File: src/rtl/lockstep_pkg.sv
// Shared types for the dual-core lockstep checker: FSM state encoding and the
// per-core bus snapshot that is compared every cycle.
package lockstep_pkg;

    typedef enum logic [2:0] {
        IDLE    = 3'd0,
        RUN     = 3'd1,
        ERROR   = 3'd2,
        RECOVER = 3'd3,
        RESTART = 3'd4
    } state_e;

    typedef struct packed {
        logic [31:0] instr_addr;
        logic        data_req;
        logic        data_we;
        logic [31:0] data_addr;
        logic [31:0] data_wdata;
    } core_bus_t;

endpackage

File: src/rtl/lockstep_compare.sv
// Combinational divergence detector between two core buses. Data fields only
// count when the qualifying request/write strobes are asserted on both cores.
module lockstep_compare
    import lockstep_pkg::*;
(
    input  core_bus_t bus0,
    input  core_bus_t bus1,
    output logic      mismatch
);

    logic both_req;
    logic both_we;

    assign both_req = bus0.data_req & bus1.data_req;
    assign both_we  = bus0.data_we & bus1.data_we;

    assign mismatch = (bus0.instr_addr != bus1.instr_addr)
                    | (bus0.data_req != bus1.data_req)
                    | (both_req & (bus0.data_we != bus1.data_we))
                    | (both_req & (bus0.data_addr != bus1.data_addr))
                    | (both_req & both_we & (bus0.data_wdata != bus1.data_wdata));

endmodule

File: config.mk
export PLATFORM = sky130hd
export DESIGN_NAME = lockstep_compare
export DESIGN_NICKNAME = d
export VERILOG_FILES = /design/src/rtl/lockstep_pkg.sv /design/src/rtl/lockstep_compare.sv
export SDC_FILE = /design/constraint.sdc
export NUM_CORES = 1
export LEC_CHECK = 0
export BUFFER_PORTS_ARGS = -buffer_cell sky130_fd_sc_hd__buf_2
export CAP_MARGIN = 20
export CORE_AREA = 2 2 75 77
export DETAILED_ROUTE_END_ITERATION = 8
export DIE_AREA = 0 0 77 79
export MAX_ROUTING_LAYER = met4
export PLACE_DENSITY = 0.76
export SYNTH_ARGS = -nofsm -noshare
export SYNTH_HDL_FRONTEND = slang
export SYNTH_SLANG_ARGS = --single-unit
File: constraint.sdc
create_clock -name vclk -period 1.1
set_clock_uncertainty 0.05 [all_clocks]
set_input_delay 0.055 -clock vclk [all_inputs]
set_output_delay 0.055 -clock vclk [all_outputs]
set_load 0.02 [all_outputs]
==> out/metrics.csv, run 1 <==
metric,value,unit
critical_path_required,1000,ps
whs,557,ps
std_cell_rows,27,
pre_cts_ws,-487,ps
seq_cells,0,
drive_gt1_frac,0.628,
drt-initial-drc-count,10,
power.density,328,mW/mm^2
grt_overflow,0,
leakagePower,1.20,nW
ant_nets,0,
peakVddDrop,0.000158,V
drt_wl_total,4270,um
setup_viol,1,
grt_start_max_net_pins,3,
relSlewSlack,0.815,
maxCapViolations,0,
yosysWarnings,0,
slew_violations,0,
wl_per_cell,10.6,um
grt_pass1_wl,6560,um
netlist.area_leader.share,0.623,
min_path_type,input pin to output port,
min_period,1430,ps
seqCellArea,0,sq um
die_y,79,um
dr.pass1.iters,2,
core,0.00534,sq mm
fin_nets,531,
cp_max_fo,1,
synth-seq-area-share,0,
tightest_slew,275,ps
synthTopCellsByArea,"xor2_1, xnor2_1, nor4_1",
max_freq,0.699,GHz
place_inst,403,
die_width,77,um
ys_types,10,
synth_area_leader_cell,xor2_1,
outcome,finished with violations,
crit_end,mismatch,
area_growth,107,%
vias,1647,
endpoint_kind,output port,
grt_use_total,0.131,
netlist_area,0.00108,sq mm
finalHoldViolCount,0,
gp_congestion,0.733,
via_per_inst,4.09,
dpl.hpwl,4080,um
rsz0062_at_grt,yes,
die-area,0.00608,sq mm
n_antenna_cell,0,
ios,197,
fin_total_pwr,734,uW
cts_hold_buf,0,
remaining_drc_errors,0,
setup_ws,-330,ps
synthTopCellsByCount,"xor2_1, nor4_1, xnor2_1, nand4_1",
crit_arrival,1320,ps
avgSynthCellArea,8.14,sq um
synthesis.nets,331,
clockBufferCount,0,
period_share,1.30,
io_buffers,197,
antenna_found_initial,0,
crit_path_start_kind,input pin,
grt_pass1_vias,1653,
final_cells,403,
start_util,0.203,
violations,setup timing,
synth.most_common_cell,xor2_1,
syn_inst,133,
crit_start,bus1[82],
crit_type,input pin to output port,
## cell usage in the layout, fill, tap and decap left out
cell type  instances
nor4_2             5
ha_1               1
o31ai_2            1
xnor2_2            3
nand4_1            9
buf_4              1
nand3_1            2
buf_2            197
or3_1              1
nor3_1             2
xor2_1            77
ha_4               1
nor4_1            14
o211ai_1           1
xnor2_1           16
## final cells by class
class,instances,area [sq um]
Fill cell,558,3100
Multi-Input combinational cell,133,1150
Tap cell,72,90.1
Timing Repair Buffer,198,993
## worst min-delay path by stage
stage	slack (ps)	cells past startpoint	from	endpoint
after floorplan	390	4	bus0[93]	mismatch
after global placement	580	5	bus1[65]	mismatch
after detailed placement	580	5	bus1[65]	mismatch
after CTS	580	5	bus1[65]	mismatch
after global routing	620	5	bus1[65]	mismatch
final	560	5	bus1[65]	mismatch
## critical path: stages
cell	delay (ps)
buf_2	110
xor2_1	150
nor4_1	290
nand4_1	160
nor4_2	270
nand4_1	120
buf_2	180
## where the power goes
group	leakage, nW	internal [mW]	switching, mW
combinational	1.20	0.441	0.293
sequential	0	0	0
clock	0	0	0
total	1.20	0.441	0.293
## metrics by stage
stage,instance area [sq um],util,TNS (ps)
after floorplan,1120,-,-57.8
final,2240,0.419,-330
after CTS,2210,0.414,-415
after detailed placement,2200,0.412,-487
after global routing,2240,0.419,-465
after global placement,2200,0.412,-507
## what timing repair did
item                                    CTS  global route
gates resized for setup                   1             5
pin swaps                                 0             3
endpoints found under the setup margin    1             1
buffers inserted                          0             0
gates cloned                              0             0
## per-layer routing
layer  GRT usage  routed length [um]  vias to the layer above
li1            -                   -                      862
met4     0.00536                  12                        0
met5           -                   0                        -
met1       0.131                1440                      681
met2       0.284                2400                      102
met3      0.0136                 421                        2
## kinds of logic (layout without fill, tap and decap cells)
family,Yosys count,count (layout),share of synthesized area
AOI/OAI and AO/OA,2,2,0.0139
xor gates and xnor gates,96,96,0.777
buffers and inverters,0,198,0
and+or+nand+nor,33,33,0.186
adders and majority gates,2,2,0.0231
Power figures use the tool's default switching activity.
==> run 2, diff against run 1 <==
- BUFFER_PORTS_ARGS: -buffer_cell sky130_fd_sc_hd__buf_2 -> -buffer_cell sky130_fd_sc_hd__clkbuf_2
==> run 2 against run 1 <==
Compared with the run above:
- the flow still finishes with violations (setup timing)
- via count grew 0.85%
- sequential share of layout area is the same
- combinational power shrank 0.8%
- hold slack gained 4.2 ps
- largest cell class unchanged
==> out/metrics.csv, run 2 (synthesized netlist as in run 1, its figures left out) <==
metric,value,unit,change
die-area,0.00608,sq mm,unchanged
violations,setup timing,,
fillers,550,,-1.4%
dr.pass1.iters,4,,+2
met1_usage,0.124,,-0.00677
max_freq,0.708,GHz,+1.2%
gp_congestion,0.740,,+0.96%
rsz0062_at_grt,yes,,
ios,197,,unchanged
core,0.00534,sq mm,unchanged
mostFrequentLayoutCells,"clkbuf_2, xor2_1, nor4_1, xnor2_1, nand4_1",,
crit_type,input pin to output port,,
leakagePower,1.24,nW,+3.5%
crit_path_max_incr_delay,300,ps,about the same
clockBufferCount,0,,unchanged
area_growth,105,%,
drt_wl_total,4230,um,-1.0%
n_antenna_cell,0,,unchanged
crit_arrival,1310,ps,about the same
crit_path_start_kind,input pin,,
setup_viol,1,,unchanged
wl_per_cell,10.5,um,-1.0%
crit_chain,"clkbuf_2, xor2_1, nor4_1, nand4_1, o31ai_1, nand4_1, buf_2",,
ant_nets,0,,unchanged
critical-path-top-delay-family,simple AND/OR/NAND/NOR gates,,
dpl.hpwl,4160,um,+1.9%
seqCellArea,0,sq um,unchanged
drt-initial-drc-count,8,,-2
die_width,77,um,unchanged
antenna_found_initial,0,,unchanged
cp.buffers_inverters,2,,unchanged
remaining_drc_errors,0,,unchanged
fin_util,0.416,,-0.00328
slew_violations,0,,unchanged
cp_slowest_cell,nor4_1,,
grt_pass1_wl,6540,um,-0.21%
postCtsSetupRepairBufs,0,,unchanged
power.density,328,mW/mm^2,about the same
outcome,finished with violations,,
period_share,1.28,,-0.0156
peakVddDrop,0.000157,V,-0.54%
grt_use_total,0.131,,-0.000215
critical_path_required,1000,ps,about the same
relSlewSlack,0.801,,-0.0138
grt_start_max_net_pins,3,,unchanged
die_y,79,um,unchanged
std_cell_rows,27,,unchanged
tightest_slew,296,ps,+20.5 ps
maxCapViolations,0,,unchanged
finalSetupTns,-313,ps,+17.1 ps
vias,1661,,+0.85%
min_path_type,input pin to output port,,
via_per_inst,4.12,,+0.85%
holdPathEnd,mismatch,,
use_met2,0.289,,+0.00526
fin_nets,531,,unchanged
min-delay-start,bus1[65],,
io_buffers,197,,unchanged
gr-usage-met3,0.0170,,+0.00341
grt_overflow,0,,unchanged
cp_max_fo,1,,unchanged
top_usage_layer,met2,,
min_period,1410,ps,-17.1 ps
mostFrequentLayoutCell,clkbuf_2,,
cpMostUsedCell,nand4_1,,
seq_cells,0,,unchanged
start_util,0.203,,unchanged
min_path_cells,5,,unchanged
setup_ws,-313,ps,+17.1 ps
drive_gt1_frac,0.619,,-0.00906
multi_input_area,0.00114,sq mm,-1.5%
endpoint_kind,output port,,
finalHoldViolCount,0,,unchanged
grt_pass1_vias,1651,,-0.12%
==> run 2: changes by cell type in the layout (fill, tap and decap cells not counted) <==
cell      delta
clkbuf_2   +196
nor4_1       +2
o31ai_1      +1
buf_2      -196
o31ai_2      -1
nor4_2       -2
==> run 2: layout make-up <==
cell class / count / share of cell area
multi-input cells: 133 / 0.512
repair buffers: 198 / 0.448
well taps: 72 / 0.0406
==> run 2: metal layers <==
layer	wire length, um	part of all wire
met1	1370	0.32
met2	2410	0.57
met3	430	0.10
met4	13	0.0031
met5	0	0
==> run 2: what timing repair did <==
action                     CTS  global route
hold buffers                 0             0
resized for setup            1             3
pin swaps                    0             2
setup endpoints to repair    1             1
==> run 2: where the power goes <==
| part | total, mW | leakage (nW) | internal [mW] | switching (mW) |
|---|---|---|---|---|
| Clock | 0 | 0 | 0 | 0 |
| Sequential | 0 | 0 | 0 | 0 |
| Combinational | 0.728 | 1.24 | 0.440 | 0.288 |
| Total | 0.728 | 1.24 | 0.440 | 0.288 |
==> run 2: worst max-delay path by stage <==
stage / from / end / slack, ps / depth (start not counted)
2_1_floorplan: bus1[40] / mismatch / -60 / 5
3_3_place_gp: bus1[87] / mismatch / -500 / 7
3_5_place_dp: bus1[87] / mismatch / -500 / 7
4_1_cts: bus1[87] / mismatch / -420 / 7
5_1_grt: bus1[90] / mismatch / -460 / 7
6_report: bus1[51] / mismatch / -310 / 7
==> run 2: worst min-delay path: stages <==
cell and delay, ps:
clkbuf_2 80, ha_1 130, nor4_2 50, nand4_1 70
buf_2 170
==> run 2: through the flow <==
| stage | hold WS [ps] | cells | setup WS [ps] | instance area, sq um | total power [mW] |
|---|---|---|---|---|---|
| 2_1_floorplan | 385 | 133 | -57.8 | 1120 | 0.279 |
| 3_3_place_gp | 593 | 403 | -500 | 2200 | 0.706 |
| 3_5_place_dp | 599 | 403 | -501 | 2200 | 0.725 |
| 4_1_cts | 601 | 403 | -418 | 2210 | 0.731 |
| 5_1_grt | 612 | 403 | -456 | 2220 | 0.808 |
| 6_report | 561 | 403 | -313 | 2220 | 0.728 |
==> run 3, diff against run 2 <==
- CAP_MARGIN: 20 -> 15
- SKIP_LAST_GASP: not set -> 1
==> run 3 against run 2 <==
Compared with the run above:
- the flow still finishes with violations (setup timing)
- combinational power hardly changed
- die area is the same
- count of clock-buffer cells in the layout did not move
- critical path depth did not move
- power about the same
- worst setup slack worse by 6.8 ps
- critical endpoint unchanged
- highest routed layer unchanged
==> out/metrics.csv, run 3 (synthesized netlist as in run 1, its figures left out) <==
metric,value,unit,change
peakVddDrop,0.000157,V,unchanged
min_period,1420,ps,+6.79 ps
whs,572,ps,+10.4 ps
setup_ws,-320,ps,-6.79 ps
min_path_cells,5,,unchanged
clockBufferCount,0,,unchanged
switching_share,0.396,,about the same
relSlewSlack,0.801,,unchanged
ant_nets,0,,unchanged
area_growth,105,%,unchanged
outcome,finished with violations,,
comb_power_share,1.000,,about the same
maxCapViolations,0,,unchanged
mostFrequentLayoutCell,clkbuf_2,,
std_cell_rows,27,,unchanged
gp_congestion,0.740,,unchanged
min-delay-start,bus1[65],,
finalHoldViolCount,0,,unchanged
finalSetupTns,-320,ps,-6.79 ps
tightest_slew,296,ps,unchanged
grt_pass1_wl,6540,um,unchanged
n_antenna_cell,0,,unchanged
die_width,77,um,unchanged
pwr-share-clk,0,,unchanged
fin_total_pwr,728,uW,about the same
vias,1661,,unchanged
fin_nets,531,,unchanged
drt-initial-drc-count,8,,unchanged
min_path_type,input pin to output port,,
mostFrequentLayoutCells,"clkbuf_2, xor2_1, nor4_1, xnor2_1, nand4_1",,
holdPathEnd,mismatch,,
seq_power_share,0,,unchanged
dpl.hpwl,4160,um,unchanged
grt_use_total,0.131,,unchanged
die_y,79,um,unchanged
power.density,328,mW/mm^2,about the same
remaining_drc_errors,0,,unchanged
grt_overflow,0,,unchanged
io_buffers,197,,unchanged
grt_pass1_vias,1651,,unchanged
setup_viol,1,,unchanged
max_freq,0.704,GHz,-0.48%
slew_violations,0,,unchanged
crit_arrival,1310,ps,about the same
dr.pass1.iters,4,,unchanged
cts_hold_buf,0,,unchanged
via_per_inst,4.12,,unchanged
cp_max_fo,1,,unchanged
wl_per_cell,10.5,um,unchanged
crit_type,input pin to output port,,
rsz0062_at_grt,yes,,
drive_gt1_frac,0.619,,unchanged
die-area,0.00608,sq mm,unchanged
antenna_found_initial,0,,unchanged
violations,setup timing,,
start_util,0.203,,unchanged
ios,197,,unchanged
drt_wl_total,4230,um,unchanged
seqCellArea,0,sq um,unchanged
grt_start_max_net_pins,3,,unchanged
critical_path_required,1000,ps,about the same
crit_path_start_kind,input pin,,
period_share,1.29,,+0.00617
endpoint_kind,output port,,
p_switching,288,uW,about the same
core,0.00534,sq mm,unchanged
fin_util,0.416,,unchanged
seq_cells,0,,unchanged
leakagePower,1.24,nW,+0.11%
p_int,440,uW,unchanged
-- run 3: cell count changes in the layout (fill, tap and decap cells not counted) --
cell / previous run / this run
buf_2: 1 / 0
clkbuf_2: 196 / 197
-- run 3: critical path, stage by stage --
cell	delay, ps
clkbuf_2	80
xor2_1	150
nor4_1	300
nand4_1	170
o31ai_1	260
nand4_1	100
clkbuf_2	180
-- run 3: stage by stage --
step	cells	worst slack, ps	instance area (sq um)
detailed placement	403	-501	2200
CTS	403	-418	2210
finish	403	-320	2220
floorplan	133	-57.8	1120
global route	403	-465	2220
global placement	403	-500	2200
-- run 3: worst max path at each step --
stage | start | end | slack [ps] | depth (start not counted)
floorplan | bus1[40] | mismatch | -60 | 5
detailed placement | bus1[87] | mismatch | -500 | 7
CTS | bus1[87] | mismatch | -420 | 7
global route | bus1[90] | mismatch | -460 | 7
finish | bus1[51] | mismatch | -320 | 7
global placement | bus1[87] | mismatch | -500 | 7
-- run 3: layout make-up --
class	count	area (sq um)
Fill cell	550	3120
Multi-Input combinational cell	133	1140
Tap cell	72	90.1
Timing Repair Buffer	198	993
-- run 3: power by group through the flow --
stage,Combinational [mW],Sequential (mW),Clock [mW]
after floorplan,0.279,0,0
after global placement,0.706,0,0
after detailed placement,0.725,0,0
after CTS,0.731,0,0
after global routing,0.808,0,0
final,0.728,0,0
-- run 3: timing repair --
item	in CTS	in global routing
resized for setup	1	2
endpoints found under the setup margin	1	1
gates cloned	0	0
pin swaps	0	2
buffers inserted	0	0
-- run 3: layer usage --
metal | vias up | part of all wire | routed length (um) | global-route usage
met5 | - | 0 | 0 | -
met4 | 0 | 0.0031 | 13 | 0.00536
met3 | 2 | 0.10 | 430 | 0.0170
met2 | 102 | 0.57 | 2410 | 0.289
met1 | 695 | 0.32 | 1370 | 0.124
li1 | 862 | - | - | -
